--- config.mk ---
export PLATFORM = sky130hd
export DESIGN_NAME = pea_enable_flat
export DESIGN_NICKNAME = d
export VERILOG_FILES = /design/src/rtl/pea_pkg.sv /design/src/rtl/pea_enable_if.sv /design/src/rtl/pea_cmd_req.sv /design/src/rtl/pea_enable.sv /design/src/flat_wrapper.sv
export SDC_FILE = /design/constraint.sdc
export NUM_CORES = 1
export LEC_CHECK = 0
export ABC_AREA = 1
export CAP_MARGIN = 30
export CORE_AREA = 2 2 55 57
export CTS_BUF_LIST = sky130_fd_sc_hd__clkbuf_8
export DETAILED_ROUTE_END_ITERATION = 12
export DIE_AREA = 0 0 57 59
export GPL_TIMING_DRIVEN = 0
export PLACE_DENSITY_LB_ADDON = 0.15
export SYNTH_ARGS = -nofsm -noshare
export SYNTH_HDL_FRONTEND = slang
export SYNTH_SLANG_ARGS = --single-unit
--- constraint.sdc ---
create_clock -name clk -period 0.8 [get_ports clk]
set_clock_uncertainty 0.15 [all_clocks]
set_input_delay 0.24 -clock clk [delete_from_list [all_inputs] [get_ports clk]]
set_output_delay 0.24 -clock clk [all_outputs]
set_load 0.005 [all_outputs]
--- src/rtl/pea_pkg.sv ---
// Shared constants for the PEA firing-rule logic: actor modes, opcodes,
// command-word field positions and the count-width helper.
package pea_pkg;

    localparam logic [1:0] MODE_GET_CMD = 2'd0;
    localparam logic [1:0] MODE_EXEC    = 2'd1;
    localparam logic [1:0] MODE_STATUS  = 2'd2;

    localparam logic [2:0] OP_STP = 3'd0;
    localparam logic [2:0] OP_EVP = 3'd1;
    localparam logic [2:0] OP_EVB = 3'd2;
    localparam logic [2:0] OP_CLR = 3'd3;

    localparam int OP_LSB   = 0;
    localparam int OP_MSB   = 2;
    localparam int SLOT_LSB = 3;
    localparam int SLOT_MSB = 5;
    localparam int ARG_LSB  = 6;

    // Count width for a FIFO of depth n: 1 for n <= 1, otherwise ceil(log2(n)).
    function automatic int log2(input int n);
        int r;
        int v;
        if (n <= 1) return 1;
        r = 0;
        v = n - 1;
        while (v > 0) begin
            r = r + 1;
            v = v >> 1;
        end
        return r;
    endfunction

endpackage

--- src/rtl/pea_enable_if.sv ---
// Bundle between the PEA actor (master) and its firing-rule block (slave).
// enable is advisory only: the actor samples it and decides whether to fire.
interface pea_enable_if #(
    parameter int word_size   = 16,
    parameter int buffer_size = 1024
);
    import pea_pkg::*;

    localparam int cw = log2(buffer_size);

    logic [cw-1:0]        control_pop;
    logic [cw-1:0]        data_pop;
    logic [cw-1:0]        result_free_space;
    logic [cw-1:0]        status_free_space;
    logic [1:0]           mode;
    logic [word_size-1:0] control_in;
    logic                 enable;

    modport master (
        output control_pop, data_pop, result_free_space, status_free_space,
        output mode, control_in,
        input  enable
    );

    modport slave (
        input  control_pop, data_pop, result_free_space, status_free_space,
        input  mode, control_in,
        output enable
    );

endinterface

--- src/rtl/pea_cmd_req.sv ---
// Decodes the pending command word into the token/space counts it needs to fire.
// Define PEA_DEGREE_CHECK_EN to treat STP with arg > max_degree as invalid.
module pea_cmd_req
    import pea_pkg::*;
#(
    parameter int word_size  = 16,
    parameter int max_degree = 10,
    localparam int aw        = word_size - ARG_LSB,
    localparam int nw        = aw + 1
) (
    input  logic [word_size-1:0] control_in,
    output logic [nw-1:0]        need_data,
    output logic [nw-1:0]        need_result,
    output logic [nw-1:0]        need_status,
    output logic                 valid
);

    logic [2:0]    op;
    logic [aw-1:0] arg;
    logic [2:0]    unused_slot;
    logic          over_degree;

    assign op          = control_in[OP_MSB:OP_LSB];
    assign arg         = control_in[word_size-1:ARG_LSB];
    assign unused_slot = control_in[SLOT_MSB:SLOT_LSB];
    assign over_degree = ({1'b0, arg} > nw'(max_degree));

`ifndef PEA_DEGREE_CHECK_EN
    logic unused_over_degree;
    assign unused_over_degree = over_degree;
`endif

    // Every command, including invalid ones, reports one status word.
    always_comb begin
        need_data   = '0;
        need_result = '0;
        need_status = nw'(1);
        valid       = 1'b1;
        case (op)
            OP_STP: begin
`ifdef PEA_DEGREE_CHECK_EN
                if (!over_degree) need_data = {1'b0, arg} + nw'(1);
`else
                need_data = {1'b0, arg} + nw'(1);
`endif
            end
            OP_EVP: begin
                need_data   = nw'(1);
                need_result = nw'(1);
            end
            OP_EVB: begin
                need_data   = {1'b0, arg};
                need_result = {1'b0, arg};
                valid       = (arg != '0);
            end
            default: ;
        endcase
    end

endmodule

--- src/rtl/pea_enable.sv ---
// Firing-rule logic for the PEA actor: registers whether the current mode has
// enough input tokens and output space. Honours PEA_DEGREE_CHECK_EN via pea_cmd_req.
module pea_enable
    import pea_pkg::*;
#(
    parameter int word_size   = 16,
    parameter int buffer_size = 1024,
    parameter int max_degree  = 10
) (
    input  logic         clk,
    input  logic         rst,
    pea_enable_if.slave  bus
);

    localparam int cw    = log2(buffer_size);
    localparam int nw    = word_size - ARG_LSB + 1;
    localparam int cmp_w = (cw > nw) ? cw : nw;

    logic [nw-1:0] need_data;
    logic [nw-1:0] need_result;
    logic [nw-1:0] need_status;
    logic          cmd_valid;
    logic          exec_ok;
    logic          fire;

    pea_cmd_req #(
        .word_size  (word_size),
        .max_degree (max_degree)
    ) u_cmd_req (
        .control_in  (bus.control_in),
        .need_data   (need_data),
        .need_result (need_result),
        .need_status (need_status),
        .valid       (cmd_valid)
    );

    // Both sides are zero-extended to a common width so the compare is unsigned.
    assign exec_ok = cmd_valid
                   && (cmp_w'(bus.data_pop)          >= cmp_w'(need_data))
                   && (cmp_w'(bus.result_free_space) >= cmp_w'(need_result))
                   && (cmp_w'(bus.status_free_space) >= cmp_w'(need_status));

    always_comb begin
        fire = 1'b0;
        case (bus.mode)
            MODE_GET_CMD: fire = (bus.control_pop != '0);
            MODE_EXEC:    fire = exec_ok;
            MODE_STATUS:  fire = (bus.status_free_space != '0);
            default:      fire = 1'b0;
        endcase
    end

    always_ff @(posedge clk or negedge rst) begin
        if (!rst) bus.enable <= 1'b0;
        else      bus.enable <= fire;
    end

endmodule

--- src/flat_wrapper.sv ---
// flat-port wrapper written by rule: the top's interface ports become plain ports
module pea_enable_flat import pea_pkg::*;
#(
    parameter int word_size   = 16,
    parameter int buffer_size = 1024,
    parameter int max_degree  = 10
)
  (clk, rst, bus_control_pop, bus_data_pop, bus_result_free_space, bus_status_free_space, bus_mode, bus_control_in, bus_enable);
  pea_enable_if #(.word_size(word_size), .buffer_size(buffer_size)) bus_i ();
  input  logic clk;
  input  logic rst;
  input wire logic [$bits(bus_i.control_pop)-1:0] bus_control_pop;
  input wire logic [$bits(bus_i.data_pop)-1:0] bus_data_pop;
  input wire logic [$bits(bus_i.result_free_space)-1:0] bus_result_free_space;
  input wire logic [$bits(bus_i.status_free_space)-1:0] bus_status_free_space;
  input wire logic [$bits(bus_i.mode)-1:0] bus_mode;
  input wire logic [$bits(bus_i.control_in)-1:0] bus_control_in;
  output wire logic [$bits(bus_i.enable)-1:0] bus_enable;
  assign bus_i.control_pop = bus_control_pop;
  assign bus_i.data_pop = bus_data_pop;
  assign bus_i.result_free_space = bus_result_free_space;
  assign bus_i.status_free_space = bus_status_free_space;
  assign bus_i.mode = bus_mode;
  assign bus_i.control_in = bus_control_in;
  assign bus_enable = bus_i.enable;
  pea_enable #(.word_size(word_size), .buffer_size(buffer_size), .max_degree(max_degree)) u_core (.clk(clk), .rst(rst), .bus(bus_i));
endmodule
==> results of run 1 <==
## stage by stage
stage	setup WS [ns]	util	setup TNS (ns)
finish	-1.40	0.671	-1.45
global route	-1.63	0.671	-1.69
CTS	-1.41	0.659	-1.46
detailed placement	-2.02	0.603	-2.40
global placement	-2.03	0.603	-2.41
floorplan	-1.16	-	-1.16
## power groups by stage
stage,registers (mW),logic [mW],clock network [mW]
after floorplan,0.0567,0.305,0
after global placement,0.0559,0.678,0
after detailed placement,0.0560,0.685,0
after CTS,0.0559,0.743,0
after global routing,0.0564,0.852,0
final,0.0559,0.758,0
## layer usage
metal	GRT usage	up-vias
li1	-	717
met1	0.223	567
met2	0.307	27
met3	0.0109	4
met4	0.0166	0
met5	0	-
## cell type report
type,count,share of cell area
tap,31,0.0213
inverter,30,0.0647
multi-input combinational,145,0.542
sequential,1,0.0138
timing repair buffer,68,0.359
## kinds of logic (layout without fill, tap and decap cells)
group / Yosys count / after routing / share of synthesized area
buffers and inverters: 30 / 98 / 0.111
flip-flops: 1 / 1 / 0.0247
adder cells (fa/ha/maj): 22 / 22 / 0.271
AO/OA/AOI/OAI: 22 / 22 / 0.141
AND/OR/NAND/NOR: 101 / 101 / 0.453
## worst max-delay path: stages
cell and delay (ns):
clkdlybuf4s15_2 0.22, nor2_1 0.12, nand2_2 0.12, buf_4 0.17
nor2_2 0.11, inv_1 0.06, ha_1 0.28, nand2_2 0.07
nor2_2 0.12, nand4_1 0.10, nand3_1 0.10, nor2_2 0.05
nor2_1 0.10, nand2_1 0.06, nand2_1 0.05
## cells in the mapped netlist
library cell   n
nand2_1       47
inv_1         30
nor2_1        24
ha_1          22
nand3_1       12
a21oi_1       11
nand4_1        4
nor2_4         3
nor4_1         3
o21a_1         3
o21bai_1       3
nand2_2        2
nand3_2        2
nor3_1         2
a31oi_1        1
a32oi_1        1
dfrtp_1        1
o211ai_2       1
o221ai_1       1
o22ai_1        1
or2_1          1
or2_2          1
## what timing repair did
action,CTS,global route
hold endpoints to repair,0,0
buffers inserted,10,1
pin swaps,19,8
endpoints found under the setup margin,2,2
resized for setup,68,10
## worst paths after layout
path	depth (start not counted)	slack [ns]	end	start
min in group clk	1	0.49	bus_enable	u_core.bus.enable$_DFF_PN0_
worst min-delay path	1	0.24	u_core.bus.enable$_DFF_PN0_	rst
worst max-delay path	15	-1.40	u_core.bus.enable$_DFF_PN0_	bus_control_in[0]
max in group asynchronous	1	0.16	u_core.bus.enable$_DFF_PN0_	rst
==> summary.md, run 1 <==
The run finished, with violations left. The final reports fail on setup timing. The flip-flop count of the largest register, all copies and words added is 1, and the average instance area after synthesis is 5.77 um^2. The wire length of the first global-routing pass came out at 4720 um.

For this run, design rule violations remaining after detail routing come to 0. For the worst setup path, the data required time is 0.58 ns. For this run, the top clock speed supported by timing is 454 MHz. The final number of hold-violating endpoints is 0, and the switching part of the total is 0.404. The floorplan step defined a die boundary enclosing 3360 um^2.

The number of cells in the design after placement came out at 264. Once layout is done, the placed cells without fillers occupy 1820 um^2. Wire segments on met2 add up to 1450 um in the final route. The height of the chip was 59 um.

The final cell count without fillers was 275; the internal power component was 0.486 mW. The layout filler cell count was 249. The run gives 0 as the hold-fix buffer count after cts. The uppermost layer routed was met4.

The logs give 0 for the initial antenna violation count and 0 for the count of max-cap constraint violations. For this design the total switching power over the nets is 0.329 mW. The logs give 0.167 for the total routing resource utilization after global routing and 2 for the count of final setup violators.

Power comes to 0.814 mW. The area of the core is 2710 um^2. Final hold analysis gives a worst-case slack of 0.240 ns. STA classifies the critical path endpoint as a register. For the worst setup path, the data arrival time is 1.99 ns. The largest registers in the layout are u_core.bus.enable (1).

Across all layers, the routed design uses 1315 vias. The biggest area contributor in the post-synthesis netlist is ha_1. In the final design database the tool counted 328 nets. The initialized floorplan defines 19 standard-cell rows. The sum of routed wire length over all layers was 2860 um; the remaining global-route overflow was 0. Sorting the synthesized cells by area gives the leading types as ha_1 27%, nand2_1 17%, inv_1 11%, nor2_1 8.9%, nand3_1 5.9%.

Port buffering added 57 buffers. Along the worst path, the maximum fanout reaches 5. In the synthesized netlist, the number of instances is 176. The top register by number of flip-flops is u_core.bus.enable. The library cell used most frequently in the layout, excluding fill and tap cells, is clkdlybuf4s50_1. The time the worst path needs with I/O delays and setup is 2.20 ns. The logs give 0.374 for the initial core utilization and 0.812 for the normalized max-slew margin. The logs give 985 um^2 for the multi-input combinational cell area and 4 for the number of iterations in the first detailed-routing pass.

The run gives 25.0 um^2 as the area occupied by registers. The logs give 258 for the net count of the mapped netlist and 22 for the number of distinct library cells after synthesis. In this run the remaining antenna-violating nets after routing total 0.

The tightest min-delay check is of the input pin to async pin type. For the pin count of the biggest net entering global routing, the log shows 9. After synthesis the cells add up to 1010 um^2. Static leakage: 0.832 nW. After detailed routing, the wire length on met1 is 1260 um. For the number of slew-limit violations in the final report, the log shows 0. The run gives 2380 um as the half-perimeter wire length after detailed placement. The setup slack after layout was -1.40 ns; the number of diodes added for antenna fixing was 0. The share of total power in combinational logic was 0.931.

After clock tree synthesis, the clock-pin slew on the worst setup and hold paths is 0 ns. The post-synthesis register bit count was 1. For the number of design-rule violations left by the first detailed-router iteration, the log shows 20.

The routed design uses 122 um of met3 wire. The count of pins on the block boundary is 61. The worst setup path is of the input pin to register kind. The power per unit of standard cell area came out at 448 nW/um^2.

The tools report the startpoint class of the critical path as an input pin. Number of global-route vias before repair: 1161. Setup repair after global routing could not meet its margin everywhere.

The fraction of final layout cells with drive strength greater than 1 was 0.234; the post-placement cell area was 1630 um^2. The area growth from synthesis to layout was 79.2%. After detailed routing, the number of vias per cell comes to 4.78. The run gives 0.0247 as the sequential fraction of the synthesis area.

Measured along the x axis, the die boundary spans 57 um. The run gives 0 as the synthesis warning total. The run gives 0 as the part of the total power dissipated in the clock network. The share of power burned in registers was 0.069; the portion of the clock cycle consumed by the worst path in the final layout was 2.75. The fraction of synthesized cell area taken by the top area cell type is 0.271. At the pin with the least slew margin, the transition time is 0.281 ns. The average routed wire per standard cell works out to 10.4 um. IR analysis of the VDD net gives a maximum drop of 0.000297 V.

Routability-driven placement finished with a final weighted congestion of 0.785. The top cell types in the final layout, fill and taps aside, are 44 x clkdlybuf4s50_1, 41 x nand2_1, 26 x inv_1, 21 x ha_1, 16 x nor2_1.
(Power assumes the default switching activity.)
==> run 2: changes to the inputs <==
--- a/config.mk
+++ b/config.mk
@@ -6,6 +6,7 @@
 export NUM_CORES = 1
 export LEC_CHECK = 0
 export ABC_AREA = 1
+export ABC_CLOCK_PERIOD_IN_PS = 800
 export CAP_MARGIN = 30
 export CORE_AREA = 2 2 55 57
 export CTS_BUF_LIST = sky130_fd_sc_hd__clkbuf_8
==> results of run 2 <==
No change in the layout: final DEF, timing and power equal those of run 1.
